**src/rtl/noc_ni_pkg.sv**
```systemverilog
// Shared definitions for the core transmit NI: flit types, field positions, FSM states, flit assembly.
// Latency: none (types, constants and pure functions only).
// Backpressure: not applicable; the functions only assemble flit words.
package noc_ni_pkg;

    localparam logic [2:0]  FLIT_HEAD   = 3'b001;
    localparam logic [2:0]  FLIT_BODY   = 3'b010;
    localparam logic [2:0]  FLIT_TAIL   = 3'b100;
    localparam logic [2:0]  FLIT_IDLE   = 3'b011;

    localparam logic [31:0] IDLE_FLIT_C = 32'h6000_0000;

    localparam int TYPE_LSB  = 29;
    localparam int VC_LSB    = 27;
    localparam int DEST_LSB  = 19;
    localparam int SRC_LSB   = 11;

    localparam int ADDR_W_C  = 8;
    localparam int PAYLOAD_W = 27;
    localparam int VC_W      = 2;
    localparam int NUM_VC_C  = 4;

    typedef enum logic [1:0] {
        S_IDLE = 2'd0,
        S_HEAD = 2'd1,
        S_BODY = 2'd2
    } ni_state_e;

    // One buffered core word; dest is only meaningful on the first word of a packet.
    typedef struct packed {
        logic [ADDR_W_C-1:0]  dest;
        logic                 last;
        logic [PAYLOAD_W-1:0] data;
    } ni_entry_t;

    // Builds a flit from its type, VC index (VC number minus 1) and 27-bit body.
    function automatic logic [31:0] make_flit(input logic [2:0]           ftype,
                                              input logic [VC_W-1:0]      vc,
                                              input logic [PAYLOAD_W-1:0] body);
        logic [31:0] f;
        f = '0;
        f[TYPE_LSB +: 3]    = ftype;
        f[VC_LSB +: VC_W]   = vc;
        f[PAYLOAD_W-1:0]    = body;
        return f;
    endfunction

    // HEAD body: destination, source, low bits zero.
    function automatic logic [PAYLOAD_W-1:0] head_body(input logic [ADDR_W_C-1:0] dest,
                                                       input logic [ADDR_W_C-1:0] src);
        logic [PAYLOAD_W-1:0] p;
        p = '0;
        p[DEST_LSB +: ADDR_W_C] = dest;
        p[SRC_LSB +: ADDR_W_C]  = src;
        return p;
    endfunction

endpackage

```
**src/rtl/core_ni_tx_if.sv**
```systemverilog
// Core-to-NI word stream: valid/ready handshake carrying dest, payload and end-of-packet.
// Latency: none (wires only).
// Backpressure: core_ready low holds the core's current word.
interface core_ni_tx_if;
    import noc_ni_pkg::*;

    logic                 core_valid;
    logic                 core_ready;
    logic [ADDR_W_C-1:0]  core_dest;
    logic [PAYLOAD_W-1:0] core_data;
    logic                 core_last;

    modport master (
        output core_valid,
        output core_dest,
        output core_data,
        output core_last,
        input  core_ready
    );

    modport slave (
        input  core_valid,
        input  core_dest,
        input  core_data,
        input  core_last,
        output core_ready
    );
endinterface

```
**src/rtl/ni_sync_fifo.sv**
```systemverilog
// Synchronous first-word-fall-through FIFO buffering core words inside the NI.
// Latency: an entry pushed at edge t is visible on rdata_o right after edge t.
// Backpressure: full_o refuses a push unless a pop happens in the same cycle.
module ni_sync_fifo #(
    parameter int DEPTH = 8,
    parameter int WIDTH = 36
)(
    input  logic                     clk,
    input  logic                     clr,
    input  logic                     push_i,
    input  logic [WIDTH-1:0]         wdata_i,
    input  logic                     pop_i,
    output logic [WIDTH-1:0]         rdata_o,
    output logic                     full_o,
    output logic                     empty_o,
    output logic [$clog2(DEPTH):0]   count_o
);
    localparam int AW    = $clog2(DEPTH);
    localparam int CNT_W = AW + 1;

    logic [WIDTH-1:0] mem_q [DEPTH];
    logic [AW-1:0]    wr_q;
    logic [AW-1:0]    rd_q;
    logic [CNT_W-1:0] cnt_q;
    logic             do_push;
    logic             do_pop;

    assign empty_o = (cnt_q == '0);
    assign full_o  = (cnt_q == CNT_W'(DEPTH));
    assign do_pop  = pop_i && !empty_o;
    // A pop frees the slot, so a full FIFO can still take a word that cycle.
    assign do_push = push_i && (!full_o || do_pop);
    assign rdata_o = mem_q[rd_q];
    assign count_o = cnt_q;

    // Storage write; contents need no reset because the pointers define validity.
    always_ff @(posedge clk) begin
        if (do_push) begin
            mem_q[wr_q] <= wdata_i;
        end
    end

    // Pointer and occupancy update; pointers wrap naturally since DEPTH is a power of 2.
    always_ff @(posedge clk) begin
        if (clr) begin
            wr_q  <= '0;
            rd_q  <= '0;
            cnt_q <= '0;
        end else begin
            if (do_push) begin
                wr_q <= wr_q + AW'(1);
            end
            if (do_pop) begin
                rd_q <= rd_q + AW'(1);
            end
            case ({do_push, do_pop})
                2'b10:   cnt_q <= cnt_q + CNT_W'(1);
                2'b01:   cnt_q <= cnt_q - CNT_W'(1);
                default: cnt_q <= cnt_q;
            endcase
        end
    end

endmodule

```
**src/rtl/core_ni_tx.sv**
```systemverilog
// Core transmit NI: buffers core words, packetizes HEAD/BODY/TAIL, picks a VC round-robin.
// Latency: word accepted at edge t on an empty NI gives HEAD at edge t+2, BODY/TAIL from t+3.
// Backpressure: core_ready = FIFO not full; a full VC bit turns that cycle's launch into IDLE.
// Optional NI_STATS_EN adds saturating packet and stall counters; otherwise they read 0.
module core_ni_tx
    import noc_ni_pkg::*;
#(
    parameter int          DEPTH     = 8,
    parameter int          NUM_VC    = NUM_VC_C,
    parameter int          ADDR_W    = ADDR_W_C,
    parameter logic [31:0] IDLE_FLIT = IDLE_FLIT_C
)(
    input  logic              clk,
    input  logic              clr,
    input  logic [ADDR_W-1:0] current_address,
    core_ni_tx_if.slave       core_if,
    input  logic [NUM_VC-1:0] full_in_vc,
    output logic [31:0]       data_out_flit,
    output logic [15:0]       pkt_cnt,
    output logic [15:0]       stall_cnt
);
    localparam int CNT_W = $clog2(DEPTH) + 1;

    ni_state_e        state_q, state_d;
    logic [VC_W-1:0]  vc_q, vc_d;
    logic [VC_W-1:0]  rr_q, rr_d;
    logic [31:0]      flit_q, flit_d;

    logic [VC_W-1:0]  pick;
    logic             found;

    ni_entry_t        push_entry;
    ni_entry_t        head;
    logic             push_fire;
    logic             fifo_pop;
    logic             fifo_full;
    logic             fifo_empty;
    logic [CNT_W-1:0] fifo_cnt;
    logic             more_after_pop;

    assign core_if.core_ready = !fifo_full;
    assign push_fire          = core_if.core_valid && !fifo_full;
    assign push_entry         = {core_if.core_dest, core_if.core_last, core_if.core_data};

    ni_sync_fifo #(
        .DEPTH (DEPTH),
        .WIDTH ($bits(ni_entry_t))
    ) u_fifo (
        .clk     (clk),
        .clr     (clr),
        .push_i  (push_fire),
        .wdata_i (push_entry),
        .pop_i   (fifo_pop),
        .rdata_o (head),
        .full_o  (fifo_full),
        .empty_o (fifo_empty),
        .count_o (fifo_cnt)
    );

    // After popping the TAIL, is there already another word to start a packet with?
    assign more_after_pop = (fifo_cnt > CNT_W'(1)) || push_fire;

    // Round-robin search: first free VC at or after the pointer (descending scan, lowest offset wins).
    always_comb begin
        found = 1'b0;
        pick  = rr_q;
        for (int i = NUM_VC - 1; i >= 0; i--) begin
            if (!full_in_vc[rr_q + VC_W'(i)]) begin
                found = 1'b1;
                pick  = rr_q + VC_W'(i);
            end
        end
    end

    // Packetizer FSM next state and flit selection; IDLE unless a flit actually launches.
    always_comb begin
        state_d  = state_q;
        vc_d     = vc_q;
        rr_d     = rr_q;
        flit_d   = IDLE_FLIT;
        fifo_pop = 1'b0;
        case (state_q)
            S_IDLE: begin
                if (!fifo_empty) begin
                    state_d = S_HEAD;
                end
            end
            S_HEAD: begin
                // The head word stays in the FIFO; it becomes the first BODY/TAIL.
                if (found) begin
                    flit_d  = make_flit(FLIT_HEAD, pick, head_body(head.dest, current_address));
                    vc_d    = pick;
                    rr_d    = pick + VC_W'(1);
                    state_d = S_BODY;
                end
            end
            S_BODY: begin
                if (!fifo_empty && !full_in_vc[vc_q]) begin
                    fifo_pop = 1'b1;
                    if (head.last) begin
                        flit_d  = make_flit(FLIT_TAIL, vc_q, head.data);
                        state_d = more_after_pop ? S_HEAD : S_IDLE;
                    end else begin
                        flit_d  = make_flit(FLIT_BODY, vc_q, head.data);
                    end
                end
            end
            default: begin
                state_d = S_IDLE;
            end
        endcase
    end

    // FSM state, latched VC, arbitration pointer and registered flit output.
    always_ff @(posedge clk) begin
        if (clr) begin
            state_q <= S_IDLE;
            vc_q    <= '0;
            rr_q    <= '0;
            flit_q  <= IDLE_FLIT;
        end else begin
            state_q <= state_d;
            vc_q    <= vc_d;
            rr_q    <= rr_d;
            flit_q  <= flit_d;
        end
    end

    assign data_out_flit = flit_q;

`ifdef NI_STATS_EN
    logic [15:0] pkt_cnt_q;
    logic [15:0] stall_cnt_q;
    logic        tail_launch;
    logic        idle_stall;

    assign tail_launch = fifo_pop && head.last;
    assign idle_stall  = ((state_q == S_HEAD) || (state_q == S_BODY)) &&
                         (flit_d[TYPE_LSB +: 3] == FLIT_IDLE);

    // Saturating statistics counters.
    always_ff @(posedge clk) begin
        if (clr) begin
            pkt_cnt_q   <= '0;
            stall_cnt_q <= '0;
        end else begin
            if (tail_launch && (pkt_cnt_q != 16'hFFFF)) begin
                pkt_cnt_q <= pkt_cnt_q + 16'd1;
            end
            if (idle_stall && (stall_cnt_q != 16'hFFFF)) begin
                stall_cnt_q <= stall_cnt_q + 16'd1;
            end
        end
    end

    assign pkt_cnt   = pkt_cnt_q;
    assign stall_cnt = stall_cnt_q;
`else
    assign pkt_cnt   = 16'd0;
    assign stall_cnt = 16'd0;
`endif

endmodule

```
**src/flat_wrapper.sv**
```systemverilog
// flat-port wrapper written by rule: the top's interface ports become plain ports
module core_ni_tx_flat import noc_ni_pkg::*;
#(
    parameter int          DEPTH     = 8,
    parameter int          NUM_VC    = NUM_VC_C,
    parameter int          ADDR_W    = ADDR_W_C,
    parameter logic [31:0] IDLE_FLIT = IDLE_FLIT_C
)
  (clk, clr, current_address, full_in_vc, data_out_flit, pkt_cnt, stall_cnt, core_if_core_valid, core_if_core_dest, core_if_core_data, core_if_core_last, core_if_core_ready);
  core_ni_tx_if core_if_i ();
  input  logic clk;
  input  logic clr;
  input  logic [ADDR_W-1:0] current_address;
  input  logic [NUM_VC-1:0] full_in_vc;
  output logic [31:0] data_out_flit;
  output logic [15:0] pkt_cnt;
  output logic [15:0] stall_cnt;
  input wire logic [$bits(core_if_i.core_valid)-1:0] core_if_core_valid;
  input wire logic [$bits(core_if_i.core_dest)-1:0] core_if_core_dest;
  input wire logic [$bits(core_if_i.core_data)-1:0] core_if_core_data;
  input wire logic [$bits(core_if_i.core_last)-1:0] core_if_core_last;
  output wire logic [$bits(core_if_i.core_ready)-1:0] core_if_core_ready;
  assign core_if_i.core_valid = core_if_core_valid;
  assign core_if_i.core_dest = core_if_core_dest;
  assign core_if_i.core_data = core_if_core_data;
  assign core_if_i.core_last = core_if_core_last;
  assign core_if_core_ready = core_if_i.core_ready;
  core_ni_tx #(.DEPTH(DEPTH), .NUM_VC(NUM_VC), .ADDR_W(ADDR_W), .IDLE_FLIT(IDLE_FLIT)) u_core (.clk(clk), .clr(clr), .current_address(current_address), .core_if(core_if_i), .full_in_vc(full_in_vc), .data_out_flit(data_out_flit), .pkt_cnt(pkt_cnt), .stall_cnt(stall_cnt));
endmodule
```
**config.mk**
```make
export PLATFORM = sky130hd
export DESIGN_NAME = core_ni_tx_flat
export DESIGN_NICKNAME = d
export VERILOG_FILES = /design/src/rtl/noc_ni_pkg.sv /design/src/rtl/core_ni_tx_if.sv /design/src/rtl/ni_sync_fifo.sv /design/src/rtl/core_ni_tx.sv /design/src/flat_wrapper.sv
export SDC_FILE = /design/constraint.sdc
export NUM_CORES = 1
export LEC_CHECK = 0
export ABC_AREA = 1
export CORE_ASPECT_RATIO = 1.1
export CORE_MARGIN = 2
export CORE_UTILIZATION = 40
export CTS_CLUSTER_SIZE = 12
export DETAILED_ROUTE_END_ITERATION = 10
export GPL_TIMING_DRIVEN = 0
export PLACE_DENSITY_LB_ADDON = 0.12
export REMOVE_ABC_BUFFERS = 1
export SKIP_LAST_GASP = 1
export SYNTH_ARGS = -nofsm -noshare
export SYNTH_HDL_FRONTEND = slang
export SYNTH_SLANG_ARGS = --single-unit
```
**constraint.sdc**
```tcl
create_clock -name clk -period 3.3 [get_ports clk]
set_input_delay 0.66 -clock clk [delete_from_list [all_inputs] [get_ports clk]]
set_output_delay 0.66 -clock clk [all_outputs]
set_load 0.02 [all_outputs]
```
* After elaboration in Yosys (flattened, before gate mapping)
Memory sizes are Yosys's and may differ from the RTL's. A register that Yosys moved wholly into a read port is not among the register bits.
Index checks and enable logic that the tools add are counted.
** Word-level totals
- Register bits after elaboration :: 48
- RAM bits :: 288
- Input bits :: 51
- Output and inout bits :: 65
- Word-level logic and storage cells :: 80
- Memories :: 1
** Cells by class
- $add $sub $neg :: 8
- Order comparisons :: 6
- Eq/ne operators :: 9
- Multiplexer cells :: 35
- Reductions and logical operators :: 14
** Memory list
- u_core.u_fifo.mem_q :: words 8, width 36, rd ports 1, clocked after memory_dff 1, write ports 1, RTL line ni_sync_fifo.sv:21 : logic [WIDTH-1:0] mem_q [DEPTH];
** Operators by type and width (number)
- $mux W32 :: 2
- $pmux W32 S2 :: 1
- $mux W31 :: 1
- $mux W2 :: 8
- $lt A2 B3 Y1 const B :: 5
- $mux W1 :: 14
- $bmux W1 S2 :: 5
- $pmux W4 S2 :: 1
- $add A3 B1 Y3 const B :: 2
- $mux W3 :: 2
- $ne A2 B1 Y1 const B :: 3
- $pmux W2 S3 :: 1
- $add A2 B1 Y2 const B :: 2
- $add A2 B2 Y2 const B :: 2
- $add A4 B1 Y4 const B :: 1
- $eq A2 B1 Y1 const B :: 2
- $eq A2 B2 Y1 const B :: 2
- $eq A4 B4 Y1 const B :: 1
- $gt A4 B1 Y1 const B :: 1
- $logic_and A1 B1 Y1 :: 4
- $logic_not A4 Y1 :: 1
- $reduce_and A4 Y1 :: 1
- $sub A4 B1 Y4 const B :: 1
- $logic_not A1 Y1 :: 3
- other kinds (5) :: 6

* Depth between registers and ports, before layout
Gate-level depths: netlist (run 1).
- Word-level depth :: 11
- Gate-level depth with buffers :: 14
- Mapped depth without buffers :: 13

* Modules after synthesis
From an unflattened synthesis (run 1), not the netlist that was laid out.
** Unflattened totals
- Cell total of the unflattened synthesis :: 1107
- Area, all modules :: 13899.6 µm²
** By module, submodules not included
- ni_sync_fifo :: times used 1, cells each 829, area each 11853.9 µm², sequential area each 8908.5 µm²
- core_ni_tx :: times used 1, cells each 278, area each 2045.7 µm², sequential area each 760.7 µm²

* Worst setup path after synthesis (run 1)
Ideal clock, no wire load.
- Path kind :: register to register
- From :: reg u_core.u_fifo.cnt_q[0], in the netlist u_core.u_fifo.count_o[0]
- To :: mem u_core.u_fifo.mem_q[0][0] (enable)
- Arrival :: 2764 ps
- Required time :: 2871 ps
- Slack :: 107 ps
- Cell stages (with the launch flop) :: 8
- Path buffers :: 0
- Period minus slack after synthesis :: 3193 ps
- Cells stage by stage :: dfxtp_1 > inv_1 > ha_1 > nand3_1 > nand2_1 > inv_1 > nand2_1 > nor2_1
** Between the ends
- Elaborated cells between the ends (all ways) :: 13
- Classes of those cells :: 1 x eq/ne; 4 x mux; 8 x reduce/logical
** RTL lines
- from (decl) :: RTL line ni_sync_fifo.sv:24 : logic [CNT_W-1:0] cnt_q;
- from (signal assigned) :: RTL line ni_sync_fifo.sv:57 : 2'b10: cnt_q <= cnt_q + CNT_W'(1);
- from (signal assigned) :: RTL line ni_sync_fifo.sv:58 : 2'b01: cnt_q <= cnt_q - CNT_W'(1);
- from (signal assigned) :: RTL line ni_sync_fifo.sv:59 : default: cnt_q <= cnt_q;
- $eq A4 B4 Y1 (*) :: RTL line ni_sync_fifo.sv:29 : assign full_o = (cnt_q == CNT_W'(DEPTH));
- $logic_not A1 Y1 (*)
- via core_if_core_ready :: RTL line flat_wrapper.sv:22 : output wire logic [$bits(core_if_i.core_ready)-1:0] core_if_core_ready;
- $logic_and A1 B1 Y1 / $logic_or A1 B1 Y1 (equally long branches) :: RTL line core_ni_tx.sv:42, ni_sync_fifo.sv:32
- $logic_and A1 B1 Y1 (*) :: RTL line ni_sync_fifo.sv:32 : assign do_push = push_i && (!full_o || do_pop);
- $mux W1 (*) :: RTL line ni_sync_fifo.sv:38 : if (do_push) begin
- $mux W1 (implied by the code) (*) :: RTL line ni_sync_fifo.sv:39 : mem_q[wr_q] <= wdata_i;
- to (decl) :: RTL line ni_sync_fifo.sv:21
The timed path passes the listed nets; every way through them passes the cells marked *.

==> summary.md, run 1 <==
| Metric | Value |
|---|---|
| Initial DRT Pass Iterations | 5 |
| Synthesis warning total | 0 |
| Fraction of layout cells with a size suffix above 1 | 7.54% |
| Worst-Margin Slew | 1210 ps |
| Initial antenna violation count | 0 |
| Die height | approximately 200 um |
| CTS max path bufs | 3 |
| Initial DRC count | 487 |
| Register area share after synthesis | roughly 71% |
| # rows | 70 |
| Status | complete, no violations |
| Largest net degree at the start of global routing | slightly above 90 |
| Final Skew | 21.2 ps |
| Pint | 7450 uW |
| Via density | 5.10 |
| H-tree depth | 2 |
| Vias | 8420 |
| Antenna Nets Post-Route | 0 |
| R2R Path End | u_core.u_fifo.mem_q[0][28] |
| Area growth syn-to-layout | 17.6% |
| Power density cells | 634 nW/um2 |
| Clock group share of total power | between 30 and 40% |
| Clk_lat worst skew | a little over 500 ps |
| TNS Setup | 0 ps |
| Distinct cells, synth | 38 |
| DRC | 0 |
| Count of state elements after synthesis | 339 |
| Switching portion of total power | 26.2% |
| Hold depth | 2 |
| Worst-path fanout max | 20 |
| Hold_sp | u_core.u_fifo.rd_q[2] |
| Nets | approximately 1300 |
| Avg Cell Area, Syn | 12.1 um2 |
| Cts hold-fix bufs | 0 |
| Die X | 179 um |
| IR drop worst, VDD | 0.290 mV |
| Starting Density | 40.7% |
| Routability cong. | 0.746 |
| Final hold violations | 0 |
| Crit. End Element | flip-flop |
| Reg clk slew, reported paths | ~50 ps |
| Design area | 15900 um2 |
| Fill count | slightly below 3000 |
| Worst R2R Start | u_core.u_fifo.count_o[0] |
| Max Slew Vio Count | 0 |
| Total of max-cap violations | 0 |
| WL per Instance | 18.9 um |
| CTS buffer count | 36 |
| Dpl ws | -150 ps |
| Leak | 0.00547 uW |
| Slack of the critical path | 419 ps |
| Slew Limit Headroom | 19.1% |
| Final setup viols | 0 |
| Setup repair after global routing missed its margin | no |
| Cells after Synth | between 1000 and 1500 |
| Vias in the first global route | 8135 |
| Peak Freq | 0.347 GHz |
| Ports | about 120 |
| First-pass GRT wire length | 47.6 mm |
| Register Area | 9680 um2 |
| DP Area | about 15000 um2 |
| Logic pwr share | 14.9% |
| Critical path data required time | 3620 ps |
| Routed WL | approximately 31 mm |
| Mapped cell area | 13500 um2 |
| Clock root buffer master | clkbuf_16 |
| Startpoint Class | input pin |
| CTS tree | built |
| Worst min-delay path class | flip-flop to flip-flop |
| Setup bufs post-CTS | 0 |
| Diodes inserted | 0 |
| Detail Placement HPWL | ~16 mm |
| Post-cts resize count | 0 |
| Port Buffers | 83 |
| GRT Total Usage | roughly 17% |
| Core Box Area | 33300 um2 |
| R2R cell count | 8 |
| Seq pwr share | 48.6% |
| Grt total ovfl | 0 |
| Crit share post-route | 87.3% |
| Sink Count | 339 |
| Arrival @ worst endpoint | 3200 ps |
| Multi-input gate area | ~3300 um2 |
| Crit Path Class | input pin to flip-flop |
| R2R Setup Slk | about 560 ps |
| Die area | 35300 um2 |
| Switching pwr | between 2000 and 3000 uW |
| Tmin final | 2880 ps |
sequential cells by signal, summed over array words and instances (netlist names), named ones only:
register,flops
u_core.u_fifo.count_o,4
u_core.vc_q,2
u_core.rr_q,2
u_core.u_fifo.mem_q,288
u_core.state_q,2
u_core.data_out_flit,32
u_core.u_fifo.rd_q,3
u_core.u_fifo.wr_q,3
how the worst max path moves through the flow:
stage,depth (start not counted),end,startpoint,slack [ps]
2_1_floorplan,9,u_core.state_q[0],flip-flop,-1500
3_3_place_gp,9,u_core.state_q[0],flip-flop,-5600
3_5_place_dp,6,u_core.data_out_flit[27],clr,-150
4_1_cts,6,u_core.data_out_flit[27],clr,380
5_1_grt,11,u_core.u_fifo.count_o[3],full_in_vc[1],190
6_report,6,u_core.data_out_flit[27],clr,420
power groups by stage:
stage	registers [uW]	clock network, uW	logic [uW]
after floorplan	5060	0	883
after global placement	5070	0	1400
after detailed placement	4990	0	1510
after CTS	4900	3790	1520
after global routing	4920	3950	1680
final	4900	3690	1500
synthesized netlist by cell type:
cell type	instances	area, um2
inv_4	1	6.26
o21ai_1	2	10.0
nor4_1	1	6.26
nand3_4	1	17.5
nor2_1	147	552
clkinv_2	1	5.00
edfxtp_1	288	8650
nand2_1	190	713
conb_1	1	3.75
nand4_1	1	6.26
nand3_1	30	150
nand2_4	1	11.3
buf_4	38	285
o31ai_1	6	45.0
and3_1	1	6.26
clkinv_1	1	3.75
clkbuf_1	30	113
o21a_1	1	7.51
buf_6	7	78.8
inv_2	5	18.8
buf_12	1	20.0
inv_1	21	78.8
nand3b_4	1	20.0
o22ai_1	44	275
a21oi_1	60	300
dfxtp_1	51	1020
inv_8	1	11.3
nor3_1	1	5.00
ha_1	11	138
nand3_2	3	30.0
buf_2	15	75.1
xor2_1	2	17.5
buf_1	1	3.75
nand2_2	5	31.3
nor2_2	1	6.26
o221ai_1	16	140
o21ai_0	130	651
a21oi_2	3	26.3
cell families after synthesis:
| group | share of synthesized area (%) |
|---|---|
| buffers and inverters | 5.17 |
| flip-flops | 71.4 |
| other | 0.0277 |
| adder cells (fa/ha/maj) | 1.02 |
| AND/OR/NAND/NOR | 11.5 |
| XOR/XNOR | 0.129 |
| AO/OA/AOI/OAI | 10.7 |
per-stage QoR:
stage / std cells / utilization (%) / hold slack (ps) / total power [uW]
CTS: 1652 / 47.8 / 472 / 10200
finish: 1652 / 47.8 / 472 / 10100
detailed placement: 1588 / 44.6 / 463 / 6500
global placement: 1574 / 43.4 / 446 / 6480
global route: 1652 / 47.8 / 489 / 10600
floorplan: 1059 / - / 436 / 5950
critical path, cell delays in order:
cell and delay [ps]:
clkdlybuf4s50_1 720, inv_2 190, nand2_1 920, inv_1 170, nand2_2 400, o22ai_1 130
cell type report:
type                       count  area share [%]
multi-input combinational    690            21.0
inverter                      30           0.833
sequential                   339            60.8
clock inverter                 8           0.306
clock buffer                  56            6.46
timing repair buffer          97            7.21
tap                          432            3.39
routing by layer:
metal,track usage [%],vias up,routed length [um]
li1,-,4076,-
met1,23.8,4127,14400
met2,29.6,183,15100
met3,2.73,34,1330
met4,4.19,0,430
met5,0,-,0
cell usage in the layout (no fill, tap or decap), types with 6 or more instances in the layout:
| cell type | instances |
|---|---|
| dfxtp_1 | 48 |
| conb_1 | 32 |
| nor2_4 | 8 |
| ha_1 | 11 |
| a21oi_1 | 60 |
| o221ai_1 | 16 |
| nand3_1 | 30 |
| buf_12 | 9 |
| o31ai_1 | 6 |
| clkbuf_1 | 17 |
| nor2_1 | 139 |
| o21ai_0 | 130 |
| nand2_1 | 190 |
| inv_1 | 21 |
| clkbuf_16 | 38 |
| edfxtp_1 | 288 |
| o22ai_1 | 44 |
| clkdlybuf4s50_1 | 83 |
Power figures use the tool's default switching activity.
==> run 2, diff against run 1 <==
--- a/config.mk
+++ b/config.mk
@@ -9,7 +9,6 @@
 export CORE_ASPECT_RATIO = 1.1
 export CORE_MARGIN = 2
 export CORE_UTILIZATION = 40
-export CTS_CLUSTER_SIZE = 12
 export DETAILED_ROUTE_END_ITERATION = 10
 export GPL_TIMING_DRIVEN = 0
 export PLACE_DENSITY_LB_ADDON = 0.12
==> run 2 against run 1 <==
Core utilization rose by 0.27 points. Via count fell by 0.11%. Non-clock buffer count did not move. Design area rose by 0.56%. Sequential power barely moved. Register-to-register slack barely moved. Clock power rose by 6.5%. Worst hold slack barely moved. Global-route usage barely moved. Worst setup slack improved by 8.2 ps. Die area did not move. Largest cell class unchanged. Highest routed layer unchanged.
==> summary.md, run 2 (synthesized netlist as in run 1, its figures left out) <==
| Metric | Value |
|---|---|
| DP Area | 14800 um2 (unchanged) |
| DRC | 0 (unchanged) |
| Detail Placement HPWL | 16.2 mm (unchanged) |
| Design area | 16000 um2 (+0.56%) |
| Switching portion of total power | 25.9% (-0.35 points) |
| First-pass GRT wire length | 47.7 mm (+0.14%) |
| Nets | 1256 (unchanged) |
| Port Buffers | 83 (unchanged) |
| Slew Limit Headroom | 18.8% (-0.29 points) |
| Met3 WL | 1.27 mm (-4.6%) |
| Cts hold-fix bufs | 0 (unchanged) |
| Worst-path fanout max | 15 (-25%) |
| Largest net degree at the start of global routing | 93 (unchanged) |
| Hold depth | 2 (unchanged) |
| Peak Freq | 0.348 GHz (+0.28%) |
| Die height | 197 um (unchanged) |
| Routed WL | 31.2 mm (-0.16%) |
| Vias in the first global route | 8123 (-0.15%) |
| Area growth syn-to-layout | 18.3% |
| Worst-path cell chain | clkdlybuf4s50_1 -> nand2_1 -> a21oi_1 -> nor2_2 -> nand3_4 -> clkinv_2 -> ha_1 -> nor4_1 -> o22ai_1 -> o21ai_0 -> a21oi_1 |
| Seq pwr share | 47.4% (-1.2 points) |
| Commonest non-fill, non-tap cell in the layout | edfxtp_1 |
| IR drop worst, VDD | 0.294 mV (+1.4%) |
| Final hold violations | 0 (unchanged) |
| Top cell by count, worst path | a21oi_1 |
| Hold_sp | u_core.u_fifo.rd_q[2] |
| Clock group share of total power | 38.0% (+1.4 points) |
| H-tree depth | 2 (unchanged) |
| Fin Hold WS | 472 ps (+0.256 ps) |
| Post-cts resize count | 0 (unchanged) |
| Clk_lat worst skew | 510 ps (about the same) |
| Routability cong. | 0.746 (unchanged) |
| Crit Path Class | input pin to flip-flop |
| Startpoint Class | input pin |
| R2R cell count | 8 (unchanged) |
| M1 WL | 14.4 mm (-0.28%) |
| Crit share post-route | 87.1% (-0.25 points) |
| Critical path data required time | 3690 ps (+70 ps) |
| Core Box Area | 33300 um2 (unchanged) |
| Fin cells | 1654 (+0.12%) |
| Fraction of layout cells with a size suffix above 1 | 7.86% (+0.31 points) |
| Diodes inserted | 0 (unchanged) |
| Crit-path slowest cell | clkdlybuf4s50_1 |
| Starting Density | 40.7% (unchanged) |
| Setup bufs post-CTS | 0 (unchanged) |
| Worst min-delay path class | flip-flop to flip-flop |
| Clock root buffer master | clkbuf_16 |
| Initial DRC count | 453 (-7.0%) |
| Sink Count | 339 (unchanged) |
| GRT Total Usage | 17.5% (+0.034 points) |
| Top reg by flops | u_core.u_fifo.mem_q |
| Initial antenna violation count | 0 (unchanged) |
| Worst-Margin Slew | 1210 ps (+4.30 ps) |
| Final Skew | 19.0 ps (-2.21 ps) |
| Initial DRT Pass Iterations | 5 (unchanged) |
| Switching pwr | 2680 uW (+1.0%) |
| Total of max-cap violations | 0 (unchanged) |
| Die area | 35300 um2 (unchanged) |
| CTS tree | built |
| Max reg flops | 288 (unchanged) |
| CTS max path bufs | 3 (unchanged) |
| Crit-path max cell delay | 570 ps (-350 ps) |
| Arrival @ worst endpoint | 3260 ps (+60 ps) |
| Power density cells | 646 nW/um2 (+1.8%) |
| Via density | 5.09 (-0.23%) |
| R2R Path End | u_core.u_fifo.mem_q[0][30] |
| Antenna Nets Post-Route | 0 (unchanged) |
| # rows | 70 (unchanged) |
| Max Used Layer | met4 |
| WL per Instance | 18.9 um (-0.28%) |
| Reg clk slew, reported paths | 60 ps (about the same) |
| Grt total ovfl | 0 (unchanged) |
| Met2 WL | 15.1 mm (+0.36%) |
| Most frequent cells in the layout | edfxtp_1 (288), nand2_1 (190), nor2_1 (139) |
| Tmin final | 2870 ps (-8.15 ps) |
| Max Slew Vio Count | 0 (unchanged) |
| R2R Setup Slk | 560 ps (about the same) |
| Die X | 179 um (unchanged) |
| Pint | 7660 uW (+2.9%) |
| Leak | 0.00552 uW (+0.82%) |
| Vias | 8411 (-0.11%) |
| Setup repair after global routing missed its margin | no |
| CTS buffer count | 36 (unchanged) |
| Status | complete, no violations |
| Crit. End Element | flip-flop |
| Ports | 116 (unchanged) |
| Worst R2R Start | u_core.u_fifo.count_o[0] |
| Logic pwr share | 14.5% (-0.4 points) |
| Final setup viols | 0 (unchanged) |
| Cells after DPL | 1588 (unchanged) |
-- run 2: power by group through the flow --
stage	clock [uW]	sequential (uW)	combinational (uW)
floorplan	0	5060	883
global placement	0	5070	1400
detailed placement	0	4990	1510
CTS	4030	4900	1520
global route	4200	4920	1690
finish	3930	4900	1500
-- run 2: worst max-delay path by stage --
stage / start / endpoint / slack, ps / cells past startpoint
6_report: full_in_vc[1] / u_core.u_fifo.count_o[3] / 430 / 11
5_1_grt: full_in_vc[1] / u_core.u_fifo.count_o[3] / 190 / 11
4_1_cts: clr / u_core.data_out_flit[27] / 380 / 6
3_5_place_dp: clr / u_core.data_out_flit[27] / -150 / 6
3_3_place_gp: flip-flop / u_core.state_q[0] / -5600 / 9
2_1_floorplan: flip-flop / u_core.state_q[0] / -1500 / 9
-- run 2: layout make-up --
| type | instances | area [um2] |
|---|---|---|
| multi-input combinational | 690 | 3350 |
| inverter | 30 | 133 |
| clock inverter | 12 | 115 |
| clock buffer | 54 | 1050 |
| sequential | 339 | 9680 |
| fill | 2976 | 17300 |
| timing repair buffer | 97 | 1150 |
| tap | 432 | 541 |
-- run 2: routing by layer --
metal / track usage (%) / up-vias
li1: - / 4081
met1: 23.9 / 4119
met2: 29.5 / 176
met3: 2.73 / 35
met4: 4.37 / 0
met5: 0 / -
-- run 2: critical path, delay by kind of cell --
family / cells / cell delay (ps)
AOI/OAI and AO/OA: 4 / 520
adders and majority gates: 1 / 500
buffers and inverters: 2 / 940
and+or+nand+nor: 4 / 640
-- run 2: per-stage QoR --
stage               setup slack [ps]  setup TNS [ps]  power [uW]  utilization, %
floorplan                      -1500          -40650        5950               -
detailed placement              -150           -1130        6500            44.6
global route                     185               0       10800            48.1
finish                           427               0       10300            48.1
CTS                              383               0       10500            48.1
global placement               -5600         -736020        6480            43.4
==> run 3, diff against run 2 <==
--- a/config.mk
+++ b/config.mk
@@ -6,6 +6,7 @@
 export NUM_CORES = 1
 export LEC_CHECK = 0
 export ABC_AREA = 1
+export CAP_MARGIN = 20
 export CORE_ASPECT_RATIO = 1.1
 export CORE_MARGIN = 2
 export CORE_UTILIZATION = 40
==> run 3 against run 2 <==
Routed wire length decreased by 0.11%. Critical path type unchanged. Largest power group unchanged. Clock skew barely moved. Design area up 0.70%. Fmax is 2.3% lower.
==> summary.md, run 3 (synthesized netlist as in run 1, its figures left out) <==
| Metric | Value |
|---|---|
| Design area | 16100 um2 (+0.70%) |
| Nets | 1258 (+0.16%) |
| Reg clk slew, reported paths | 60 ps (about the same) |
| Core Box Area | 33300 um2 (unchanged) |
| Die X | 179 um (unchanged) |
| Grt total ovfl | 0 (unchanged) |
| Status | complete, no violations |
| Peak Freq | 0.340 GHz (-2.3%) |
| Worst-path fanout max | 15 (unchanged) |
| WL per Instance | 18.8 um (-0.23%) |
| Final setup viols | 0 (unchanged) |
| Critical path data required time | 3690 ps (about the same) |
| Max Slew Vio Count | 0 (unchanged) |
| Pint | 7930 uW (+3.4%) |
| IR drop worst, VDD | 0.300 mV (+2.1%) |
| Fin Hold WS | 471 ps (-1.07 ps) |
| Largest net degree at the start of global routing | 93 (unchanged) |
| Slew Limit Headroom | 39.5% (+21 points) |
| Diodes inserted | 0 (unchanged) |
| Area growth syn-to-layout | 19.1% |
| Most frequent cells in the layout | edfxtp_1 (288), nand2_1 (190), nor2_1 (139) |
| Crit. End Element | flip-flop |
| First-pass GRT wire length | 47.6 mm (-0.23%) |
| Via density | 5.10 (+0.32%) |
| Crit-path max cell delay | 570 ps (about the same) |
| Clock root buffer master | clkbuf_16 |
| Starting Density | 40.7% (unchanged) |
| Top reg by flops | u_core.u_fifo.mem_q |
| Leak | 0.00559 uW (+1.2%) |
| Initial DRC count | 628 (+39%) |
| Switching pwr | 2710 uW (+1.4%) |
| R2R Setup Slk | 550 ps (about the same) |
| Crit share post-route | 89.1% (+2.1 points) |
| Power density cells | 660 nW/um2 (+2.2%) |
| Worst-path cell chain | clkdlybuf4s50_1 -> nand2_1 -> a21oi_1 -> nor2_2 -> nand3_4 -> clkinv_2 -> ha_1 -> nor4_1 -> o22ai_1 -> o21ai_0 -> a21oi_1 |
| Clock group share of total power | 39.5% (+1.5 points) |
| Tmin final | 2940 ps (+68.0 ps) |
| Crit Path Class | input pin to flip-flop |
| Max reg flops | 288 (unchanged) |
| Worst-Margin Slew | 906 ps (-308 ps) |
| H-tree depth | 2 (unchanged) |
| Logic pwr share | 14.4% (about the same) |
| Setup repair after global routing missed its margin | no |
| CTS tree | built |
| Vias in the first global route | 8109 (-0.17%) |
| Vias | 8448 (+0.44%) |
| Ports | 116 (unchanged) |
| DRC | 0 (unchanged) |
| Die height | 197 um (unchanged) |
| Fill count | 3005 (+0.97%) |
| Setup bufs post-CTS | 0 (unchanged) |
| Sink Count | 339 (unchanged) |
| Startpoint Class | input pin |
| Clk_lat worst skew | 510 ps (about the same) |
| Worst min-delay path class | flip-flop to flip-flop |
| Routability cong. | 0.746 (unchanged) |
| Initial DRT Pass Iterations | 7 (+2) |
| # rows | 70 (unchanged) |
| Arrival @ worst endpoint | 3330 ps (+70 ps) |
| Final hold violations | 0 (unchanged) |
| Port Buffers | 83 (unchanged) |
| Antenna Nets Post-Route | 0 (unchanged) |
| DP Area | 14900 um2 (+0.19%) |
| GRT Total Usage | 17.4% (-0.092 points) |
| Seq pwr share | 46.1% (-1.3 points) |
| Routed WL | 31.2 mm (-0.11%) |
| Switching portion of total power | 25.5% (-0.38 points) |
| Initial antenna violation count | 0 (unchanged) |
| CTS max path bufs | 3 (unchanged) |
| Commonest non-fill, non-tap cell in the layout | edfxtp_1 |
| Post-cts resize count | 0 (unchanged) |
| Total of max-cap violations | 0 (unchanged) |
| Top cell by count, worst path | a21oi_1 |
| Fraction of layout cells with a size suffix above 1 | 8.74% (+0.89 points) |
| Cts hold-fix bufs | 0 (unchanged) |
| Die area | 35300 um2 (unchanged) |
| CTS buffer count | 37 (+2.8%) |
| Final Skew | 19.0 ps (-0.0242 ps) |
| Power consumption | 10600 uW (+2.9%) |
| Detail Placement HPWL | 16.3 mm (+0.83%) |
| Crit-path slowest cell | clkdlybuf4s50_1 |
[run 3: cell count changes in the layout (fill, tap and decap cells not counted)]
cell / previous run / this run
buf_16: 5 / 6
bufinv_16: 2 / 5
clkbuf_1: 12 / 8
clkbuf_16: 38 / 37
clkbuf_8: 4 / 6
clkinv_1: 7 / 2
clkinv_2: 3 / 8
clkinv_8: 1 / 0
inv_6: 1 / 3
[run 3: per-layer routing]
metal	part of all wire (%)	wire, um	GRT usage (%)
met5	0	0	0
met1	46	14200	23.6
met4	1.6	486	4.31
met2	49	15100	29.5
met3	4.2	1300	2.68
[run 3: worst max-delay path, delay by kind of cell]
kind                     cells  cell delay (ps)
AO/OA/AOI/OAI                4              550
adder cells (fa/ha/maj)      1              510
buffers and inverters        2              950
AND/OR/NAND/NOR              4              660
[run 3: through the flow]
step / instances / setup slack, ps / setup TNS, ps / utilization (%)
6_report: 1656 / 359 / 0 / 48.4
5_1_grt: 1656 / 224 / 0 / 48.4
4_1_cts: 1656 / 401 / 0 / 48.4
3_5_place_dp: 1589 / -110 / -110 / 44.7
3_3_place_gp: 1574 / -5600 / -736020 / 43.4
2_1_floorplan: 1059 / -1500 / -40650 / -
[run 3: path summary, 6_finish.rpt]
check                            from                       end  depth (start not counted)
max                     full_in_vc[1]  u_core.u_fifo.count_o[3]                         11
min reg2reg     u_core.u_fifo.rd_q[2]                 flip-flop                          2
min             u_core.u_fifo.rd_q[2]                 flip-flop                          2
max reg2reg  u_core.u_fifo.count_o[0]  u_core.u_fifo.count_o[3]                         10
[run 3: power by group through the flow]
stage	Clock [uW]	Combinational, uW	Sequential (uW)
2_1_floorplan	0	883	5060
3_3_place_gp	0	1400	5070
3_5_place_dp	0	1550	4990
4_1_cts	4290	1550	4910
5_1_grt	4470	1720	4920
6_report	4200	1530	4910
[run 3: area by class of cell]
| cell class | count | area (um2) | area share [%] |
|---|---|---|---|
| multi-input cells | 690 | 3350 | 20.7 |
| well taps | 432 | 541 | 3.35 |
| inverters | 30 | 133 | 0.823 |
| clock inverters | 16 | 213 | 1.32 |
| repair buffers | 98 | 1180 | 7.29 |
| clock buffers | 51 | 1040 | 6.44 |
| flip-flops and latches | 339 | 9680 | 60.0 |
